File: config.mk
export PLATFORM = sky130hd
export DESIGN_NAME = store_rmw_unit
export DESIGN_NICKNAME = d
export VERILOG_FILES = /design/src/rtl/store_rmw_unit.sv
export SDC_FILE = /design/constraint.sdc
export NUM_CORES = 1
export LEC_CHECK = 0
export BUFFER_PORTS_ARGS = -buffer_cell sky130_fd_sc_hd__buf_2
export CELL_PAD_IN_SITES_DETAIL_PLACEMENT = 1
export CELL_PAD_IN_SITES_GLOBAL_PLACEMENT = 1
export CORE_UTILIZATION = 35
export DETAILED_ROUTE_END_ITERATION = 8
export PLACE_DENSITY_LB_ADDON = 0.1
export SYNTH_ARGS = -nofsm -noshare
export SYNTH_HDL_FRONTEND = slang
export SYNTH_SLANG_ARGS = --single-unit
File: constraint.sdc
create_clock -name clk -period 3.64 [get_ports clk]
set_input_delay 0.182 -clock clk [delete_from_list [all_inputs] [get_ports clk]]
set_output_delay 0.182 -clock clk [all_outputs]
set_load 0.01 [all_outputs]
File: src/rtl/store_rmw_unit.sv
// rtl/store_rmw_unit.sv - sb/sh/sw/sd store unit with read-modify-write on a byte-enable-free 64-bit memory
module store_rmw_unit (
  input  logic        clk,
  input  logic        rst_n,
  input  logic        start,
  input  logic [31:0] inst,
  input  logic [63:0] addr,
  input  logic [63:0] wdata,
  input  logic [63:0] mem_rdata,
  output logic [63:0] mem_addr,
  output logic        mem_rd,
  output logic        mem_wr,
  output logic [63:0] mem_wdata,
  output logic        busy,
  output logic        done,
  output logic        err
);

  localparam logic [2:0] S_IDLE  = 3'd0;
  localparam logic [2:0] S_READ  = 3'd1;
  localparam logic [2:0] S_WAIT  = 3'd2;
  localparam logic [2:0] S_WRITE = 3'd3;
  localparam logic [2:0] S_DONE  = 3'd4;

  localparam logic [6:0] OP_STORE = 7'b0100011;

  logic [2:0]  r_state;
  logic [63:0] r_addr;
  logic [63:0] r_wdata;
  logic [1:0]  r_f3;
  logic        r_err;
  logic [63:0] r_word;

  logic        w_accept;
  logic [2:0]  w_f3;
  logic [2:0]  w_off;
  logic        w_err;
  logic [7:0]  w_lanes;
  logic [7:0]  w_be;
  logic [63:0] w_bitmask;
  logic [63:0] w_shifted;
  logic [63:0] w_merged;

  assign w_f3     = inst[14:12];
  assign w_off    = addr[2:0];
  assign w_accept = start && (r_state == S_IDLE) && (inst[6:0] == OP_STORE);

  always_comb begin
    w_err = 1'b0;
    if (w_f3[2]) begin
      w_err = 1'b1;
    end else begin
      case (w_f3[1:0])
        2'b01:   w_err = w_off[0];
        2'b10:   w_err = |w_off[1:0];
        2'b11:   w_err = |w_off;
        default: w_err = 1'b0;
      endcase
    end
  end

  // Accepted narrow stores are aligned, so the shifted lane mask never wraps.
  always_comb begin
    case (r_f3)
      2'b00:   w_lanes = 8'h01;
      2'b01:   w_lanes = 8'h03;
      default: w_lanes = 8'h0F;
    endcase
    w_be      = w_lanes << r_addr[2:0];
    w_bitmask = '0;
    for (int k = 0; k < 8; k++) begin
      w_bitmask[8*k +: 8] = {8{w_be[k]}};
    end
    w_shifted = r_wdata << {r_addr[2:0], 3'b000};
    w_merged  = (mem_rdata & ~w_bitmask) | (w_shifted & w_bitmask);
  end

  always_ff @(posedge clk or negedge rst_n) begin
    if (!rst_n) begin
      r_state <= S_IDLE;
      r_addr  <= '0;
      r_wdata <= '0;
      r_f3    <= '0;
      r_err   <= 1'b0;
      r_word  <= '0;
    end else begin
      case (r_state)
        S_IDLE: begin
          if (w_accept) begin
            r_addr  <= addr;
            r_wdata <= wdata;
            r_f3    <= w_f3[1:0];
            r_err   <= w_err;
            if (w_err) begin
              r_state <= S_DONE;
            end else if (w_f3[1:0] == 2'b11) begin
              r_word  <= wdata;
              r_state <= S_WRITE;
            end else begin
              r_state <= S_READ;
            end
          end
        end
        S_READ:  r_state <= S_WAIT;
        S_WAIT: begin
          r_word  <= w_merged;
          r_state <= S_WRITE;
        end
        S_WRITE: r_state <= S_DONE;
        S_DONE: begin
          r_err   <= 1'b0;
          r_state <= S_IDLE;
        end
        default: r_state <= S_IDLE;
      endcase
    end
  end

  assign mem_addr  = {r_addr[63:3], 3'b000};
  assign mem_rd    = (r_state == S_READ);
  assign mem_wr    = (r_state == S_WRITE);
  assign mem_wdata = r_word;
  assign busy      = (r_state != S_IDLE);
  assign done      = (r_state == S_DONE);
  assign err       = (r_state == S_DONE) && r_err;

endmodule
After elaboration in Yosys (flattened, before gate mapping)
Index checks and enable logic that the tools add are counted.
W data, S select, Z words.

cells by class
  equality and inequality tests = 12
  shifts and indexed selects = 2
  multiplexer cells = 13
  bitwise operators = 4
  reductions and logical operators = 13

operator list
  kind                  count
  $mux W64              3
  $and A64 B64 Y64      2
  $pmux W64 S2          1
  $not A64 Y64          1
  $or A64 B64 Y64       1
  $shl A64 B6 Y64       1
  $pmux W3 S4           1
  $pmux W4 S2           1
  $shl A8 B3 Y8         1
  $eq A7 B6 Y1 const B  1
  $eq A3 B2 Y1 const B  2
  $mux W3               2
  $eq A2 B1 Y1 const B  2
  $eq A2 B2 Y1 const B  2
  $ne A2 B2 Y1 const B  2
  $reduce_and A2 Y1     2
  $reduce_and A4 Y1     1
  $reduce_bool A2 Y1    2
  $eq A3 B1 Y1 const B  1
  $eq A3 B3 Y1 const B  1
  $logic_and A1 B1 Y1   3
  $logic_not A3 Y1      1
  $pmux W1 S3           1
  $reduce_bool A3 Y1    1
  7 further kinds       8

storage, ports and cells
  flip-flop bits (word level) = 198
  input bits = 227
  output and inout port bits = 133
  logic and storage cells = 50

Depth between registers and ports, before layout
Gate-level depths: netlist (run 1).

  depth after elaboration = 7
  mapped depth = 8

Worst setup path after synthesis (run 1)
OpenSTA, ideal clock, no wires.

  path type = register to register
  from = reg r_addr[1]
  to = reg r_word[2] (netlist: mem_wdata[2])
  library setup time = 124 ps
  data arrival time = 1791 ps
  slack = 1725 ps
  stages on the path, launching flop included = 9
  buffers on the path = 3
  period minus slack after synthesis = 1915 ps
  cells stage by stage = dfrtp_1 buf_4 buf_6 buf_6 nor3_2 mux2i_1 nand2_1 o211ai_1 nand2_1

between the ends
  word-level cells in the longest chain between the ends = 5
  elaborated cells on any way between the ends = 7
  classes of those cells = 2 x shift; 1 x mux; 4 x bitwise

RTL lines
  what                                                     RTL line  source
  start: declaration                                       28        logic [63:0] r_addr;
  start signal: assignment                                 90        r_addr <= addr;
  branches (longest 3 deep; another with $shl A64 B6 Y64)  --
  $or A64 B64 Y64 *                                        75        w_merged = (mem_rdata & ~w_bitmask) | (w_shifted & w_bitmask);
  $pmux W64 S2 *                                           87        case (r_state)
  end signal: assignment                                   97        r_word <= wdata;
  end signal: assignment                                   106       r_word <= w_merged;
  end: declaration                                         32        logic [63:0] r_word;

Mark *: on every way between the ends.
A chain may end at the register's enable or synchronous reset.

Worst setup path after layout (run 1)
  from = reg r_addr[2]
  to = reg r_word[38] (netlist: mem_wdata[38])

The elaborated chain is that of the path after synthesis.

==> metrics, run 1 <==
Max clock buf depth 2; Sw Ratio 37.7%; CTS tree built; Peak Freq 370 MHz; power share of the sequential group 37.7%; P_int 4880 uW; WP buf/inv 3; WL final 34700 um; Starting Density 35.7%; Post-synth EDFFs 0; CP Data Required Time 4.02 ns; nature of the critical path startpoint register; worst hold path class in -> reg; crit-path cells inv_1 > buf_4 > nor3_1 > o21ai_0 > buf_4 > a21oi_1 > o22a_1; post-synthesis sequential area ratio 46.3%; # IOs 360; total CTS buffers 17; Critical Path AT 3.08 ns; vias in the first global route 9052; buffers added on ports 334; Setup crit end kind register; Sw Pwr 2950 uW; Fin. Hold Viols 0; FP Rows 62; Max Fanout on Critical Path 15; slowest stage delay, CP 0.68 ns; GR Util All Layers 23.5%; Cell Pwr Density 582 nW/um^2; Placeable Area 28800 sq um; outcome completed; max-cap viol count 0; Worst-path clk slew 0.08 ns; Max VDD drop 279 uV; ys flop type dfrtp_1; RSZ-0062 raised after global routing false; die extent in x 173 um; R2R cell count 7; Cells after Synth 922; Final Slew Violations 0; Setup violations, final 0; ys async rst share 100%; vias 8547; mapped cell area 10300 sq um; Iter 0 DRT Violations 356; final setup TNS 0 ns; DRT Pass-1 Iters 4; Clk pwr share 26.2%; max_slew headroom 36.0%; Worst Slack Setup Final 0.940 ns; Yosys cell types 53; CP dominant cell by count buf_4; H-tree depth 4; initial antenna violation count 3; synth warn 0; Hold Path Stages 3; Setup WS pre-CTS 1.03 ns; mean area per synthesized cell 11.1 sq um; Slowest cell on crit path dfrtp_1; clock skew 0.0120 ns; Post-DP HPWL 24700 um; largest net degree at the start of global routing 97; first-pass GRT wire length 53800 um; vias per inst 5.13; Layout area overhead 31.0%; chip height 173 um; total clock sinks 190; grt ovf 0; worst skew pair latency 0.45 ns; Slew @ Worst Pin 0.955 ns; Die ar. 30100 sq um; WHS 0.0124 ns; Synth Register Bits 190; drt wl/cell 20.8 um; CTS-repair resized insts 0; post-route total power 7830 uW; CP delay by family, top compound AO/OA/AOI/OAI gates; post-route clock period utilization 74.2%; DRC violation count after routing 0; leading cell type in the layout, fill and taps excluded buf_2; Comb power frac 36.1%; post-route ant nets 0; layout cells sized above 1 43.1%; post-layout min period 2.70 ns; Critical Path Stages 7; routability cong. 0.807; Leak 0.00652 uW; CTS root buf clkbuf_16; Setup CP Type reg -> reg; Nets 1495; commonest non-fill, non-tap cells in the layout buf_2, dfrtp_1, mux2_2
per-stage QoR:
stage | cell area [sq um] | util [%] | instances
after floorplan | 10300 | - | 924
after global placement | 11800 | 41.1 | 1535
after detailed placement | 11800 | 41.1 | 1535
after CTS | 13400 | 46.7 | 1664
after global routing | 13500 | 46.7 | 1665
final | 13500 | 46.8 | 1667
layer usage:
layer | up-vias | track usage [%] | wire length, um
met5 | - | 0 | 36
met1 | 4226 | 30.0 | 15000
met4 | 6 | 7.93 | 812
met2 | 285 | 39.2 | 16800
li1 | 3981 | - | -
met3 | 49 | 5.07 | 2050
cell type report:
type / instances / area, sq um
fill: 3195 / 15300
sequential: 190 / 4760
multi-input combinational: 600 / 4680
timing repair buffer: 457 / 2890
tap: 384 / 480
clock buffer: 17 / 425
clock inverter: 15 / 219
inverter: 2 / 7.51
antenna: 2 / 5.00
state kept, by name, indices dropped and copies added, names as in the netlist:
register and count:
r_wdata 56, r_state 3, r_f3 2, r_err 1
mem_wdata 64, r_addr 64
cell families (layout without fill, tap and decap cells):
| logic type | Yosys count | count (layout) | share of synthesized area, % |
|---|---|---|---|
| simple gates | 158 | 158 | 7.16 |
| compound gates | 217 | 217 | 14.2 |
| xor+xnor | 1 | 1 | 0.0852 |
| flops | 190 | 190 | 46.3 |
| buf+inv | 134 | 491 | 8.51 |
| other cells | 1 | 5 | 0.0365 |
| mux | 221 | 221 | 23.8 |
power groups by stage:
stage / registers, uW / clock network [uW] / logic [uW]
3_3_place_gp: 2980 / 0 / 2750
2_1_floorplan: 3070 / 0 / 1640
3_5_place_dp: 3000 / 0 / 2790
5_1_grt: 3030 / 2170 / 3140
4_1_cts: 2960 / 2120 / 2880
6_report: 2950 / 2050 / 2820
tightest hold or removal path: cells and delay by family:
| kind | cells | cell delay (ns) |
|---|---|---|
| AO/OA/AOI/OAI | 2 | 0.16 |
| buffers and inverters | 1 | 0.08 |
what timing repair did:
action / in CTS / in global routing
hold buffers: 97 / 1
setup buffers: 0 / 0
endpoints found under the hold margin: 198 / 1
setup endpoints to repair: 0 / 0
synthesized netlist by cell type (4+ instances only):
cell type	count	area share (%)
a2bb2oi_1	8	0.68
o211ai_1	27	2.0
o2bb2ai_1	9	0.77
nand3_1	4	0.19
nor2_1	34	1.2
buf_2	12	0.58
o22a_1	6	0.51
buf_6	11	1.2
o21ai_1	9	0.44
a22oi_1	4	0.29
a211oi_1	19	1.4
mux4_2	4	0.88
dfrtp_1	190	46
mux2_2	144	16
nand2_1	80	2.9
o21ai_0	51	2.5
buf_1	9	0.33
clkbuf_1	27	0.99
o22ai_1	7	0.43
o21a_1	10	0.73
nor2b_1	13	0.79
a21oi_1	35	1.7
mux2i_1	73	7.1
a221o_1	13	1.3
buf_4	73	5.3
a31oi_1	5	0.30
nor3_1	7	0.34
final timing paths:
check / startpoint / to / slack [ns]
min reg2reg: mem_wdata[2]$_DFFE_PN0P_ / mem_wdata[2]$_DFFE_PN0P_ / 0.48
max in group asynchronous: rst_n / r_state[1]$_DFFE_PN0N_ / 2.25
min: mem_rdata[36] / mem_wdata[36]$_DFFE_PN0P_ / 0.01
max reg2reg: r_addr[2]$_DFFE_PN0P_ / mem_wdata[38]$_DFFE_PN0P_ / 0.94
max: r_addr[2]$_DFFE_PN0P_ / mem_wdata[38]$_DFFE_PN0P_ / 0.94
min in group asynchronous: rst_n / mem_wdata[57]$_DFFE_PN0P_ / 0.39
(Power assumes the default switching activity.)
==> run 2, diff against run 1 <==
--- a/config.mk
+++ b/config.mk
@@ -5,6 +5,7 @@
 export SDC_FILE = /design/constraint.sdc
 export NUM_CORES = 1
 export LEC_CHECK = 0
+export ABC_AREA = 1
 export BUFFER_PORTS_ARGS = -buffer_cell sky130_fd_sc_hd__buf_2
 export CELL_PAD_IN_SITES_DETAIL_PLACEMENT = 1
 export CELL_PAD_IN_SITES_GLOBAL_PLACEMENT = 1
==> constraint.sdc (replaced) <==
create_clock -name clk -period 2.8 [get_ports clk]
set_input_delay 0.14 -clock clk [delete_from_list [all_inputs] [get_ports clk]]
set_output_delay 0.14 -clock clk [all_outputs]
set_load 0.01 [all_outputs]
==> run 2 against run 1 <==
  * Final area is 6.3% higher
  * Combinational power rose by 27%
  * Via count increased by 32%
  * Register-to-register slack got worse by 0.24 ns
  * Flip-flop and latch count stayed put
  * Sequential share of layout area shrank 2.1 points
  * Maximum frequency rose by 29%
  * Die area grew 4.9%
  * Largest cell class is now multi-input gates
==> metrics, run 2 <==
CP Data Required Time 3.19 ns (was 4.02 ns); Critical Path AT 2.49 ns (was 3.08 ns); nature of the critical path startpoint register (unchanged); R2R cell count 9 (was 7); post-CTS setup buffer count 0 (unchanged); post-synthesis sequential area ratio 44.1% (was 46.3%); Leak 0.00790 uW (was 0.00652 uW); top cell type's share of synthesized area 44.1% (was 46.3%); Fin. Hold Viols 0 (unchanged); vias per inst 4.80 (was 5.13); initial antenna violation count 2 (was 3); r2r startpoint r_addr[1]$_DFFE_PN0P_ (was r_addr[2]$_DFFE_PN0P_); die extent in x 178 um (was 173 um); FP Rows 63 (was 62); slowest stage delay, CP 0.48 ns (was 0.68 ns); post-route ant nets 0 (unchanged); commonest non-fill, non-tap cells in the layout nand2_1, buf_2, dfrtp_1 (was buf_2, dfrtp_1, mux2_2); Cell Pwr Density 713 nW/um^2 (was 582 nW/um^2); FF-to-FF setup slack 0.70 ns (was 0.94 ns); worst hold path class in -> reg (unchanged); # IOs 360 (unchanged); Synth Register Bits 190 (unchanged); outcome completed (unchanged); DRT Pass-1 Iters 7 (was 4); H-tree depth 4 (unchanged); crit-path cells inv_2 > nand2_1 > nand3_1 > nand2_1 > inv_2 > nand2_1 > nand3_1 > nand3_1 > nand2_1 (was inv_1 > buf_4 > nor3_1 > o21ai_0 > buf_4 > a21oi_1 > o22a_1); clock skew 0.0106 ns (was 0.0120 ns); Yosys top cell by area dfrtp_1 (unchanged); routability cong. 0.908 (was 0.807); Cells after Synth 1575 (was 922); vias in the first global route 11600 (was 9052); Starting Density 36.0% (was 35.7%); vias 11300 (was 8547); Setup crit end kind register (unchanged); Worst-path clk slew 0.07 ns (was 0.08 ns); buffers added on ports 334 (unchanged); Slowest cell on crit path dfrtp_1 (unchanged); Max clock buf depth 2 (unchanged); total clock sinks 190 (unchanged); Placeable Area 30000 sq um (was 28800 sq um); Slew @ Worst Pin 0.718 ns (was 0.955 ns); Yosys cell types 29 (was 53); grt ovf 0 (unchanged); reg2reg end mem_wdata[36]$_DFFE_PN0P_ (was mem_wdata[38]$_DFFE_PN0P_); max-cap viol count 0 (unchanged); post-layout min period 2.10 ns (was 2.70 ns); area taken by multi-input logic gates 4790 sq um (was 4680 sq um); chip height 178 um (was 173 um); Max VDD drop 466 uV (was 279 uV); Max Fanout on Critical Path 27 (was 15); CP dominant cell by count nand2_1 (was buf_4); mean area per synthesized cell 6.85 sq um (was 11.1 sq um); GR Util All Layers 26.4% (was 23.5%); Setup violations, final 0 (unchanged); first-pass GRT wire length 64000 um (was 53800 um); Worst Slack Setup Final 0.704 ns (was 0.940 ns); CTS root buf clkbuf_16 (unchanged); DRC violation count after routing 0 (unchanged); Filler cells 3923 (was 3195); Iter 0 DRT Violations 591 (was 356); Final Slew Violations 0 (unchanged); Post-DP HPWL 28900 um (was 24700 um); post-route clock period utilization 74.8% (was 74.2%); Hold Path Stages 5 (was 3); Post-synth EDFFs 0 (unchanged); Register Area 4760 sq um (about the same); Hold Path Sink mem_wdata[21]$_DFFE_PN0P_ (was mem_wdata[36]$_DFFE_PN0P_); synth warn 0 (unchanged); Die ar. 31500 sq um (was 30100 sq um); largest net degree at the start of global routing 140 (was 97); Final Cell Area 14300 sq um (was 13500 sq um); ys flop type dfrtp_1 (unchanged); Setup WS pre-CTS 0.711 ns (was 1.03 ns); layout cells sized above 1 22.0% (was 43.1%); worst skew pair latency 0.45 ns (about the same); WP buf/inv 2 (was 3); Placement Cell Area 12300 sq um (was 11800 sq um); cell with the most instances after synthesis nand2_1 (was dfrtp_1); drt wl/cell 17.4 um (was 20.8 um); leading cell type in the layout, fill and taps excluded nand2_1 (was buf_2); CTS tree built (unchanged); total CTS buffers 17 (unchanged); post-route total power 10200 uW (was 7830 uW); ys async rst share 100% (unchanged); CTS-repair resized insts 0 (unchanged); critical hold path startpoint mem_rdata[21] (was mem_rdata[36]); RSZ-0062 raised after global routing false (unchanged); Nets 2171 (was 1495); Setup CP Type reg -> reg (unchanged); mapped cell area 10800 sq um (was 10300 sq um); Layout area overhead 32.7% (was 31.0%); Commonest cells post-synth nand2_1, dfrtp_1, nor2_1, nand3_1, inv_1 (was dfrtp_1, mux2_2, nand2_1, buf_4, mux2i_1); final setup TNS 0 ns (unchanged); Synth area leaders dfrtp_1, nand2_1, buf_4 (was dfrtp_1, mux2_2, mux2i_1); WL final 40800 um (was 34700 um); Peak Freq 477 MHz (was 370 MHz); max_slew headroom 52.1% (was 36.0%); CP delay by family, top simple AND/OR/NAND/NOR gates (was compound AO/OA/AOI/OAI gates)
[run 2: cell types whose count changed in the layout (fill, tap and decap cells not counted), moves of 18 or more]
cell / previous run / this run
nand2_1: 78 / 744
o21ai_0: 50 / 74
inv_1: 2 / 76
mux2i_1: 73 / 0
dlygate4sd3_1: 98 / 132
o21ai_1: 10 / 31
mux2_2: 144 / 0
nor2_1: 34 / 127
nand3_1: 4 / 98
o211ai_1: 27 / 2
a211oi_1: 19 / 1
[run 2: how the worst max path moves through the flow]
| stage | cells after the start | slack [ns] | to | start |
|---|---|---|---|---|
| CTS | 9 | 0.71 | mem_wdata[36]$_DFFE_PN0P_ | r_addr[1]$_DFFE_PN0P_ |
| global placement | 9 | 0.81 | mem_wdata[36]$_DFFE_PN0P_ | r_addr[1]$_DFFE_PN0P_ |
| global route | 9 | 0.51 | mem_wdata[36]$_DFFE_PN0P_ | r_addr[1]$_DFFE_PN0P_ |
| detailed placement | 9 | 0.71 | mem_wdata[36]$_DFFE_PN0P_ | r_addr[1]$_DFFE_PN0P_ |
| floorplan | 10 | 1.34 | r_wdata[15]$_DFFE_PN0P_ | r_state[2]$_DFFE_PN0N_ |
| finish | 9 | 0.70 | mem_wdata[36]$_DFFE_PN0P_ | r_addr[1]$_DFFE_PN0P_ |
[run 2: kinds of logic (layout without fill, tap and decap cells)]
kind of cell,count (synthesis),in the layout,synth area share [%]
buffers and inverters,234,614,11.5
DFF,190,190,44.1
and+or+nand+nor,1015,1015,38.0
other,1,6,0.0348
AOI/OAI and AO/OA,135,135,6.37
[run 2: area by class of cell]
type	count	share of cell area [%]
multi-input cells	1153	33.5
clock buffers	21	3.22
inverters	90	2.40
clock inverters	11	1.24
diodes	3	0.0525
flip-flops and latches	190	33.2
repair buffers	492	22.9
well taps	390	3.41
[run 2: metrics by stage]
stage	util, %	hold WS [ns]	std cells
after floorplan	-	-0.156	1577
after global placement	41.2	0.206	2183
after detailed placement	41.2	0.215	2183
after CTS	47.8	0.000847	2347
after global routing	47.8	0.0319	2349
final	47.8	0.0200	2350
[run 2: tightest hold or removal path, stage by stage]
cell     delay [ns]
buf_2          0.08
nand2_1        0.04
nand3_1        0.07
nand2_1        0.05
nand2_1        0.05
[run 2: what timing repair did]
| item | in CTS | in global routing |
|---|---|---|
| endpoints found under the hold margin | 203 | 0 |
| setup endpoints to repair | 0 | 0 |
| hold buffers | 132 | 0 |
[run 2: routing by layer]
| metal | wire, um | vias up | track usage (%) |
|---|---|---|---|
| met5 | 0 | - | 0 |
| met4 | 855 | 0 | 8.05 |
| met3 | 1970 | 41 | 4.73 |
| met2 | 19600 | 285 | 44.0 |
| met1 | 18300 | 5431 | 34.7 |
| li1 | - | 5525 | - |
[run 2: power breakdown]
group | switching, uW | total (uW) | leakage (uW) | internal [uW]
registers | 457 | 3900 | 0.00237 | 3440
logic | 2240 | 3570 | 0.00523 | 1330
clock network | 1180 | 2730 | 0.000301 | 1560
